==> src/rtl/de0_cv_mode_switch_ctrl.sv <==
// Debounces the PIO mode code and hands the datapath over to the new mode:
// quiesce the active datapath, commit the new mode, then strobe switch_pulse.
//
// state  | meaning
// -------+-----------------------------------------------------------
// IDLE   | no switch in progress; watching sel_q against active_mode
// SETTLE | candidate latched; waiting for SETTLE_CYC stable cycles
// DRAIN  | quiesce_req high; waiting for idle_in or the drain timeout
// COMMIT | active_mode just updated; single cycle, back to IDLE
module de0_cv_mode_switch_ctrl #(
    parameter int MODE_W     = 3,
    parameter int NUM_MODES  = 5,
    parameter int RESET_MODE = 0,
    parameter int SETTLE_CYC = 2,
    parameter int TIMEOUT    = 255
) (
    input  logic              clk,
    input  logic              reset,
    input  logic [MODE_W-1:0] mode_sel,
    input  logic              idle_in,
    output logic              quiesce_req,
    output logic [MODE_W-1:0] active_mode,
    output logic              switch_pulse,
    output logic              busy,
    output logic              invalid_req,
    output logic              timeout_err
);

    localparam int CNT_MAX = (SETTLE_CYC > TIMEOUT) ? SETTLE_CYC : TIMEOUT;
    localparam int CNT_W   = (CNT_MAX < 2) ? 1 : $clog2(CNT_MAX);

    localparam logic [CNT_W-1:0]  SETTLE_LAST  = CNT_W'(SETTLE_CYC - 1);
    localparam logic [CNT_W-1:0]  TIMEOUT_LAST = CNT_W'(TIMEOUT - 1);
    localparam logic [MODE_W-1:0] RESET_CODE   = MODE_W'(RESET_MODE);

    typedef enum logic [1:0] {
        S_IDLE,
        S_SETTLE,
        S_DRAIN,
        S_COMMIT
    } state_t;

    state_t            state, state_nxt;
    logic [MODE_W-1:0] sel_q;
    logic [MODE_W-1:0] cand, cand_nxt;
    logic [CNT_W-1:0]  cnt, cnt_nxt;
    logic [MODE_W-1:0] active_nxt;
    logic              terr_nxt;

    function automatic logic code_valid(input logic [MODE_W-1:0] code);
        return 32'(code) < NUM_MODES;
    endfunction

    always_comb begin
        state_nxt = state;
        cand_nxt  = cand;
        cnt_nxt   = cnt;
        terr_nxt  = timeout_err;

        case (state)
            S_IDLE: begin
                if (code_valid(sel_q) && (sel_q != active_mode)) begin
                    state_nxt = S_SETTLE;
                    cand_nxt  = sel_q;
                    cnt_nxt   = '0;
                end
            end
            S_SETTLE: begin
                // A change while settling is a glitch; IDLE re-evaluates the new value.
                if (sel_q != cand) begin
                    state_nxt = S_IDLE;
                end else if (cnt == SETTLE_LAST) begin
                    state_nxt = S_DRAIN;
                    cnt_nxt   = '0;
                end else begin
                    cnt_nxt = cnt + CNT_W'(1);
                end
            end
            S_DRAIN: begin
                if (idle_in) begin
                    state_nxt = S_COMMIT;
                    terr_nxt  = 1'b0;
                end else if (cnt == TIMEOUT_LAST) begin
                    state_nxt = S_COMMIT;
                    terr_nxt  = 1'b1;
                end else begin
                    cnt_nxt = cnt + CNT_W'(1);
                end
            end
            S_COMMIT: begin
                state_nxt = S_IDLE;
            end
            default: begin
                state_nxt = S_IDLE;
            end
        endcase

        active_nxt = (state_nxt == S_COMMIT) ? cand : active_mode;
    end

    // Outputs are registered from the next state so they line up with the state register.
    always_ff @(posedge clk or posedge reset) begin
        if (reset) begin
            state        <= S_IDLE;
            sel_q        <= '0;
            cand         <= '0;
            cnt          <= '0;
            active_mode  <= RESET_CODE;
            quiesce_req  <= 1'b0;
            switch_pulse <= 1'b0;
            busy         <= 1'b0;
            invalid_req  <= 1'b0;
            timeout_err  <= 1'b0;
        end else begin
            state        <= state_nxt;
            sel_q        <= mode_sel;
            cand         <= cand_nxt;
            cnt          <= cnt_nxt;
            active_mode  <= active_nxt;
            quiesce_req  <= (state_nxt == S_DRAIN);
            switch_pulse <= (state_nxt == S_COMMIT);
            busy         <= (state_nxt != S_IDLE);
            invalid_req  <= !code_valid(mode_sel);
            timeout_err  <= terr_nxt;
        end
    end

endmodule

==> config.mk <==
export PLATFORM = sky130hd
export DESIGN_NAME = de0_cv_mode_switch_ctrl
export DESIGN_NICKNAME = d
export VERILOG_FILES = /design/src/rtl/de0_cv_mode_switch_ctrl.sv
export SDC_FILE = /design/constraint.sdc
export NUM_CORES = 1
export LEC_CHECK = 0
export ABC_CLOCK_PERIOD_IN_PS = 2500
export CAP_MARGIN = 20
export CORE_AREA = 2 2 59 61
export DETAILED_ROUTE_END_ITERATION = 10
export DIE_AREA = 0 0 61 63
export PLACE_DENSITY = 0.6
export SYNTH_ARGS = -nofsm -noshare
export SYNTH_HDL_FRONTEND = slang
export SYNTH_SLANG_ARGS = --single-unit
==> constraint.sdc <==
create_clock -name clk -period 2.5 [get_ports clk]
set_input_delay 0.375 -clock clk [delete_from_list [all_inputs] [get_ports clk]]
set_output_delay 0.375 -clock clk [all_outputs]
set_load 0.03 [all_outputs]
==> results of run 1 <==
==> synth_stat cells <==
cell type | number | area share, %
sky130_fd_sc_hd__o211ai_1 | 6 | 3.2
sky130_fd_sc_hd__a221oi_4 | 1 | 1.9
sky130_fd_sc_hd__xor2_1 | 1 | 0.63
sky130_fd_sc_hd__nand2_1 | 4 | 1.1
sky130_fd_sc_hd__ha_1 | 9 | 8.1
sky130_fd_sc_hd__a31o_1 | 1 | 0.63
sky130_fd_sc_hd__nand4_1 | 2 | 0.90
sky130_fd_sc_hd__clkdlybuf4s15_1 | 1 | 0.72
sky130_fd_sc_hd__or3_4 | 2 | 1.6
sky130_fd_sc_hd__nor2_1 | 6 | 1.6
sky130_fd_sc_hd__nor4b_2 | 1 | 1.1
sky130_fd_sc_hd__a2111oi_4 | 1 | 2.0
sky130_fd_sc_hd__mux2_1 | 1 | 0.81
sky130_fd_sc_hd__nand3_1 | 4 | 1.4
sky130_fd_sc_hd__a21oi_1 | 4 | 1.4
sky130_fd_sc_hd__or4bb_1 | 1 | 0.81
sky130_fd_sc_hd__xnor2_1 | 3 | 1.9
sky130_fd_sc_hd__or3_1 | 1 | 0.45
sky130_fd_sc_hd__inv_1 | 8 | 2.1
sky130_fd_sc_hd__nand4_4 | 1 | 1.5
sky130_fd_sc_hd__a311o_2 | 1 | 0.81
sky130_fd_sc_hd__mux2_2 | 2 | 1.6
sky130_fd_sc_hd__dfrtp_1 | 24 | 43
sky130_fd_sc_hd__nand3b_1 | 2 | 1.1
sky130_fd_sc_hd__nand2b_1 | 4 | 1.8
sky130_fd_sc_hd__or2_2 | 1 | 0.45
sky130_fd_sc_hd__a211oi_1 | 1 | 0.54
sky130_fd_sc_hd__o21bai_1 | 2 | 1.1
sky130_fd_sc_hd__o21ai_2 | 1 | 0.63
sky130_fd_sc_hd__and3_1 | 4 | 1.8
sky130_fd_sc_hd__o2bb2ai_1 | 6 | 3.8
sky130_fd_sc_hd__a21o_1 | 1 | 0.54
sky130_fd_sc_hd__nor3_1 | 2 | 0.72
sky130_fd_sc_hd__a31o_2 | 1 | 0.63
sky130_fd_sc_hd__a21boi_2 | 1 | 0.81
sky130_fd_sc_hd__o21a_1 | 2 | 1.1
sky130_fd_sc_hd__mux2_4 | 3 | 3.2
sky130_fd_sc_hd__o21ai_1 | 1 | 0.36
sky130_fd_sc_hd__a221oi_2 | 1 | 1.1
sky130_fd_sc_hd__o211ai_2 | 1 | 0.90
sky130_fd_sc_hd__o21ai_0 | 1 | 0.36
==> path summary, 6_finish.rpt <==
kind                       slack [ps]         from             end  depth (start not counted)
min in group clk                  510  mode_sel[2]        sel_q[2]                          1
max in group asynchronous        1780        reset        state[1]                          3
min reg2reg                       550  timeout_err     timeout_err                          2
max reg2reg                       370       cnt[0]          cnt[2]                          7
min                               290        reset  active_mode[1]                          2
max                               370       cnt[0]          cnt[2]                          7
==> layer usage <==
metal	wire length (um)	GRT usage [%]
met3	68	2.69
met4	38	5.71
met5	0	0
met1	1160	18.6
met2	1320	25.1
==> power by group <==
group	internal (uW)	switching (uW)
sequential	477	101
combinational	388	467
clock	56.4	114
total	921	682
==> flip-flops by register name, indices dropped and copies added, names as in the netlist <==
name,cells
active_mode,3
switch_pulse,1
cnt,8
invalid_req,1
sel_q,3
timeout_err,1
busy,1
state,2
cand,3
quiesce_req,1
==> cell families (layout without fill, tap and decap cells) <==
logic type | Yosys count | after routing | synth area share [%]
DFF | 24 | 24 | 43.0
AOI/OAI and AO/OA | 33 | 33 | 21.7
xor gates and xnor gates | 4 | 4 | 2.51
buffers and inverters | 9 | 27 | 2.86
and+or+nand+nor | 35 | 35 | 16.3
muxes | 6 | 6 | 5.64
adders and majority gates | 9 | 9 | 8.06
==> layout by cell type, fill, tap and decap left out, types with 3 or more instances in the layout <==
master / Yosys / final
sky130_fd_sc_hd__a21oi_1: 4 / 4
sky130_fd_sc_hd__and3_1: 4 / 4
sky130_fd_sc_hd__buf_4: 0 / 3
sky130_fd_sc_hd__clkbuf_4: 0 / 3
sky130_fd_sc_hd__clkdlybuf4s50_1: 0 / 13
sky130_fd_sc_hd__dfrtp_1: 24 / 24
sky130_fd_sc_hd__ha_1: 9 / 9
sky130_fd_sc_hd__inv_1: 8 / 8
sky130_fd_sc_hd__mux2_4: 3 / 3
sky130_fd_sc_hd__nand2_1: 4 / 4
sky130_fd_sc_hd__nand2b_1: 4 / 4
sky130_fd_sc_hd__nand3_1: 4 / 4
sky130_fd_sc_hd__nor2_1: 6 / 6
sky130_fd_sc_hd__o211ai_1: 6 / 6
sky130_fd_sc_hd__o2bb2ai_1: 6 / 6
sky130_fd_sc_hd__xnor2_1: 3 / 3
==> per-stage QoR <==
step                instance area (um^2)  cells  setup WS [ps]
floorplan                           1400    120            464
global placement                    1600    181            283
detailed placement                  1600    181            339
CTS                                 1620    184            397
global route                        1620    184            180
finish                              1620    184            368
==> critical path: stages, from the launching register on <==
cell and delay (ps):
sky130_fd_sc_hd__dfrtp_1 430, sky130_fd_sc_hd__inv_1 90, sky130_fd_sc_hd__ha_1 200, sky130_fd_sc_hd__nand4_1 100, sky130_fd_sc_hd__o21bai_1 120, sky130_fd_sc_hd__a221oi_2 550
sky130_fd_sc_hd__nand3b_1 340, sky130_fd_sc_hd__o2bb2ai_1 220
==> final cells by class <==
class / instances / area (um^2) / area share [%]
multi-input cells: 87 / 757 / 46.7
clock buffers: 3 / 22.5 / 1.39
flip-flops and latches: 24 / 601 / 37.1
repair buffers: 16 / 153 / 9.42
well taps: 46 / 57.6 / 3.55
inverters: 8 / 30.0 / 1.85
==> flow_results.org, run 1 <==
** Run status
- The run finished with clean final reports.

** Flow run
- Max-cap violation count :: 0

** Routing
- The detail route stage leaves a number of antenna-violating nets equal to 0.
- In the final routed layout, each cell accounts on average for 14.0 um.
- DR DRC count :: 0
- First-iteration detailed-routing DRC count :: 59
- The routed layout has just under 1000 vias.
- The first detailed-routing pass took 4 iterations.
- Routed Wire Length :: 2580 um
- Vias/cell :: between 5 and 6

** Synthesis
- Gate count of the mapped netlist :: 120
- Post-synthesis sequential area ratio :: 43.0%
- Post-Synthesis Mean Instance Area :: about 12 um^2
- Number of distinct standard cells referenced by the synthesized netlist :: between 40 and 50
- The synthesized design contains 24 register bits.
- After synthesis the cells add up to approximately 1400 um^2.
- During synthesis, Yosys emitted a total of 0 warnings.
- Net count after synthesis :: approximately 140

** Worst setup path
- For the worst setup path, the data required time is approximately 2700 ps.
- Critical Path End Type :: flip-flop
- Startpoint-to-endpoint class of the critical path :: reg2reg
- In this run the worst path has a maximum fanout of 7.
- Sort of element at the start of the critical path :: flip-flop
- Data arrives at the worst endpoint at about 2400 ps.

** Placement
- Buffers added on ports :: 13
- HPWL after detailed placement :: 2060 um
- Placer Congestion :: approximately 0.82

** Timing
- Max Clk Rate :: 0.469 GHz
- The final-report max-slew violation count was 0.
- Skew final :: roughly 5.5 ps
- Actual slew at the worst max-slew pin :: between 500 and 600 ps
- Ratio of final minimum period to clock period :: between 80% and 90%
- Hold timing on the final database bottoms out at a slack of ~290 ps.
- Setup violations remaining at the end of the flow were counted as 0.
- Number of endpoints with negative hold slack in the final report :: 0
- The routed design could run at a clock period as short as 2130 ps.
- Adding up every negative setup slack in the final design gives 0 ps.
- Unrepaired setup endpoints after global routing :: false
- In this run the tightest slew margin relative to its limit is a little over three fifths.

** Clock tree
- Register clock-pin slew on the reported worst setup and hold paths :: between 100 and 150 ps
- Count of instances resized after the clock tree is built :: 0
- Clock Tree Buf Depth :: 2
- The later pin in the worst-skew pair is clocked with a latency of 310 ps.
- For this design, the CTS-stage hold fixing added 0 buffers.
- CTS root buffer :: sky130_fd_sc_hd__clkbuf_4
- Setup Buffers After CTS :: 0
- CTS built an H-tree with a depth of 1.
- TritonCTS built the clock tree.
- # clock sinks :: 24
- TritonCTS created 3 clock buffers.

** Power and ir drop
- The analysis attributes to cell leakage a power of about 0.00069 uW.
- Power per Cell Area :: roughly 990 nW/um^2
- Worst IR drop on VDD :: 611 uV
- Overall power consumption :: between 1500 and 2000 uW

** Layout
- Measured on the finished design, the core utilization comes to between 50% and 60%.
- In the final design database the tool counted 155 nets.
- Counting the fill cells in the layout gives approximately 300.
- Diodes inserted :: 0
- Relative to the synthesized area, the layout overhead comes to 15.9%.
- Layout cells sized above 1 :: around 17%

** Floorplanning
- Row cnt :: 21
- Die area :: between 3000 and 4000 um^2
- Core area :: ~3200 um^2
- In this run the count of I/O pins placed on the die edge is 14.
- Initial Util :: approximately 43%
- The die is roughly 63 um tall.
- Die outline width :: about 61 um

** Worst hold path
- Class of the most critical hold timing path :: in2async

** Global routing
- Entering global routing, the biggest net connects 13 pins.
- Wire length of the first global-routing pass :: 4400 um
- Sum of overflow across all layers after global routing :: 0
- The initial antenna violation count came to 0.
- The via count of the first global-routing pass came to just under 1000.
- Total global routing track utilization :: 15.0%
Note: power is estimated with default switching activity, not from simulation.
==> inputs of run 2 (changes only) <==
PLACE_DENSITY = not set   (was 0.6)
PLACE_DENSITY_LB_ADDON = 0.15   (was not set)
==> run 2 against run 1 <==
Compared with the run above:
- worst hold slack better by 77 ps
- worst setup slack better by 7.9 ps
- maximum frequency up 0.37%
- routed wire length is 2.2% higher
- non-clock buffer count is 1 lower
- via count increased by 1.6%
- first-iteration DRC count fell by 61%
- largest cell class unchanged
- largest power group unchanged
==> flow_results.org, run 2 (same netlist as run 1, synthesis figures left out) <==
** Layout
- Most common cell after layout, fill and taps aside :: sky130_fd_sc_hd__dfrtp_1
- After filler insertion, the fill cell instance count of the layout stands at around 300.
- For this run, the share of the core covered by cells in the final layout is between 50% and 60%.
- Post-layout nets :: approximately 150
- Layout cells sized above 1 :: approximately 17%
- Register name with the most flops :: cnt
- Final standard cell count with taps included and fillers excluded :: around 180
- 0 antenna diodes ended up in the layout.
- Flip-flop count of the largest register, all copies and words added :: 8
- In the layout the commonest cells are sky130_fd_sc_hd__dfrtp_1, sky130_fd_sc_hd__clkdlybuf4s50_1, sky130_fd_sc_hd__ha_1.
- Compared with the post-synthesis result, the final layout area differs by 17.5%.

** Routing
- After detailed routing, the total wire length is roughly 2600 um.
- In the final routed layout, each cell accounts on average for approximately 14 um.
- The detailed router finished its first iteration with 23 violations.
- For this block, the via count after detailed routing is 988.
- After detailed routing, the number of remaining DRC violations is 0.
- Once detail routing completed, the nets flagged for antenna violations numbered 0.
- The first TritonRoute pass finished after 4 iterations.
- Vias/cell :: 5.37

** Timing
- Count of pins over their slew limit :: 0
- Skew final :: around 13 ps
- Aggregate negative setup slack :: 0 ps
- The final-report hold violation count came to 0.
- Across all setup checks in the final design, the least slack found is 375 ps.
- Final critical delay including setup and external delays :: between 2000 and 2500 ps
- Actual slew at the worst max-slew pin :: ~540 ps
- Setup violations remaining at the end of the flow were counted as 0.
- Ratio of final minimum period to clock period :: between 80 and 90%
- Unrepaired setup endpoints after global routing :: false
- Measured against its own limit, the worst slew margin works out to between 60% and 70%.
- Static timing analysis puts the maximum clock frequency at 0.471 GHz.

** Floorplanning
- Die outline width :: ~61 um
- The core region is 3230 um^2.
- The initial utilization of the core area, before any placement, comes to between 40% and 50%.
- Die height :: roughly 63 um
- Row cnt :: 21
- Top Ports :: 14
- The die covers a little under 4000 um^2.

** Worst setup path
- Critical Path Max Stage Delay :: around 460 ps
- The worst setup path is of the reg2reg kind.
- Critical Path AT :: around 2400 ps
- Among all stages on the critical path, the largest delay is contributed by sky130_fd_sc_hd__o21ai_1.
- The startpoint identified for the worst register-to-register timing path is cnt[1].
- The worst register-to-register path has a depth of 7.
- Cell breakdown of the critical path :: inv_1, ha_1, nor4b_2, a21boi_2, o21ai_1, nand3b_1, o2bb2ai_1
- End of the worst register-to-register path :: cnt[7]
- Of all nets on the critical path, the largest fanout is 7.
- For flop-to-flop paths, the worst setup slack is approximately 380 ps.
- The worst setup path is captured at a flip-flop.
- Worst path required time :: around 2700 ps
- The worst setup path is launched from a flip-flop.

** Power and ir drop
- Total power for the finished layout comes to 1730 uW.
- IR analysis of the VDD net gives a maximum drop of roughly 440 uV.
- In this run the static leakage power is roughly 0.00070 uW.
- Power spread over the standard cell area amounts to around 1100 nW/um^2.

** Clock tree
- The number of gates resized after CTS was 0.
- # clock sinks :: 24
- CTS root buffer :: sky130_fd_sc_hd__clkbuf_4
- CTS Hold Buffers Added :: 0
- TritonCTS created 3 clock buffers.
- CTS built an H-tree with a depth of 1.
- The later pin in the worst-skew pair is clocked with a latency of approximately 320 ps.
- Setup Buffers After CTS :: 0
- TritonCTS built the clock tree.
- Register clock-pin slew on the reported worst setup and hold paths :: about 150 ps
- Clock Tree Buf Depth :: 2

** Placement
- After detailed placement, the design holds a cell count of 180.
- Buffers added on ports :: 13
- Placer Congestion :: approximately 0.83
- Timing analysis after detailed placement gives a worst setup slack of around 360 ps.
- HPWL after detailed placement :: just under 2000 um

** Worst hold path
- The worst hold path belongs to the class in2async.

** Flow run
- Max-cap violation count :: 0

** Global routing
- The initial antenna violation count is 0.
- Total global routing track utilization :: 16.2%
- The total overflow left after global routing is 0.
- Number of global-route vias before repair :: ~1000
- The first global-routing pass estimated approximately 4700 um of wire.
- Entering global routing, the biggest net connects 25 pins.

** Run status
- The run finished with clean final reports.
[run 2: cell count changes in the layout (fill, tap and decap cells not counted), sizes merged]
cell / previous run / this run
bufinv: 0 / 1
buf: 3 / 2
[run 2: worst max path at each step]
stage | startpoint | end | depth (start not counted)
floorplan | active_mode[1] | active_mode[0] | 5
global placement | idle_in | cnt[0] | 5
detailed placement | idle_in | cnt[7] | 5
CTS | cnt[1] | active_mode[2] | 7
global route | cnt[1] | cnt[7] | 7
finish | cnt[1] | cnt[7] | 7
[run 2: report_power, final]
part / internal (uW) / total [uW] / switching [uW]
combinational: 388 / 863 / 475
sequential: 477 / 580 / 104
clock: 162 / 289 / 127
total: 1030 / 1730 / 705
[run 2: final cells by class]
class,instances,area (um^2),share of cell area [%]
Sequential cell,24,601,36.6
Tap cell,46,57.6,3.50
Timing Repair Buffer,15,145,8.83
Inverter,8,30.0,1.83
Clock inverter,1,30.0,1.83
Clock buffer,3,22.5,1.37
Multi-Input combinational cell,87,757,46.1
[run 2: layer usage]
| layer | global-route usage (%) | vias to the layer above | routed length (um) |
|---|---|---|---|
| li1 | - | 480 | - |
| met1 | 22.3 | 491 | 1320 |
| met2 | 25.4 | 15 | 1240 |
| met3 | 2.48 | 2 | 56 |
| met4 | 5.71 | 0 | 23 |
| met5 | 0 | - | 0 |
[run 2: critical path: cells and delay by family (launching register included)]
family          cells  cell delay (ps)
compound gates      3              680
fa+ha+maj           1              150
buf+inv             1               90
flops               1              440
simple gates        2              670
[run 2: through the flow]
step / hold WS (ps) / cell area (um^2)
floorplan: 390 / 1400
global placement: 506 / 1590
detailed placement: 519 / 1590
CTS: 377 / 1640
global route: 399 / 1640
finish: 370 / 1640
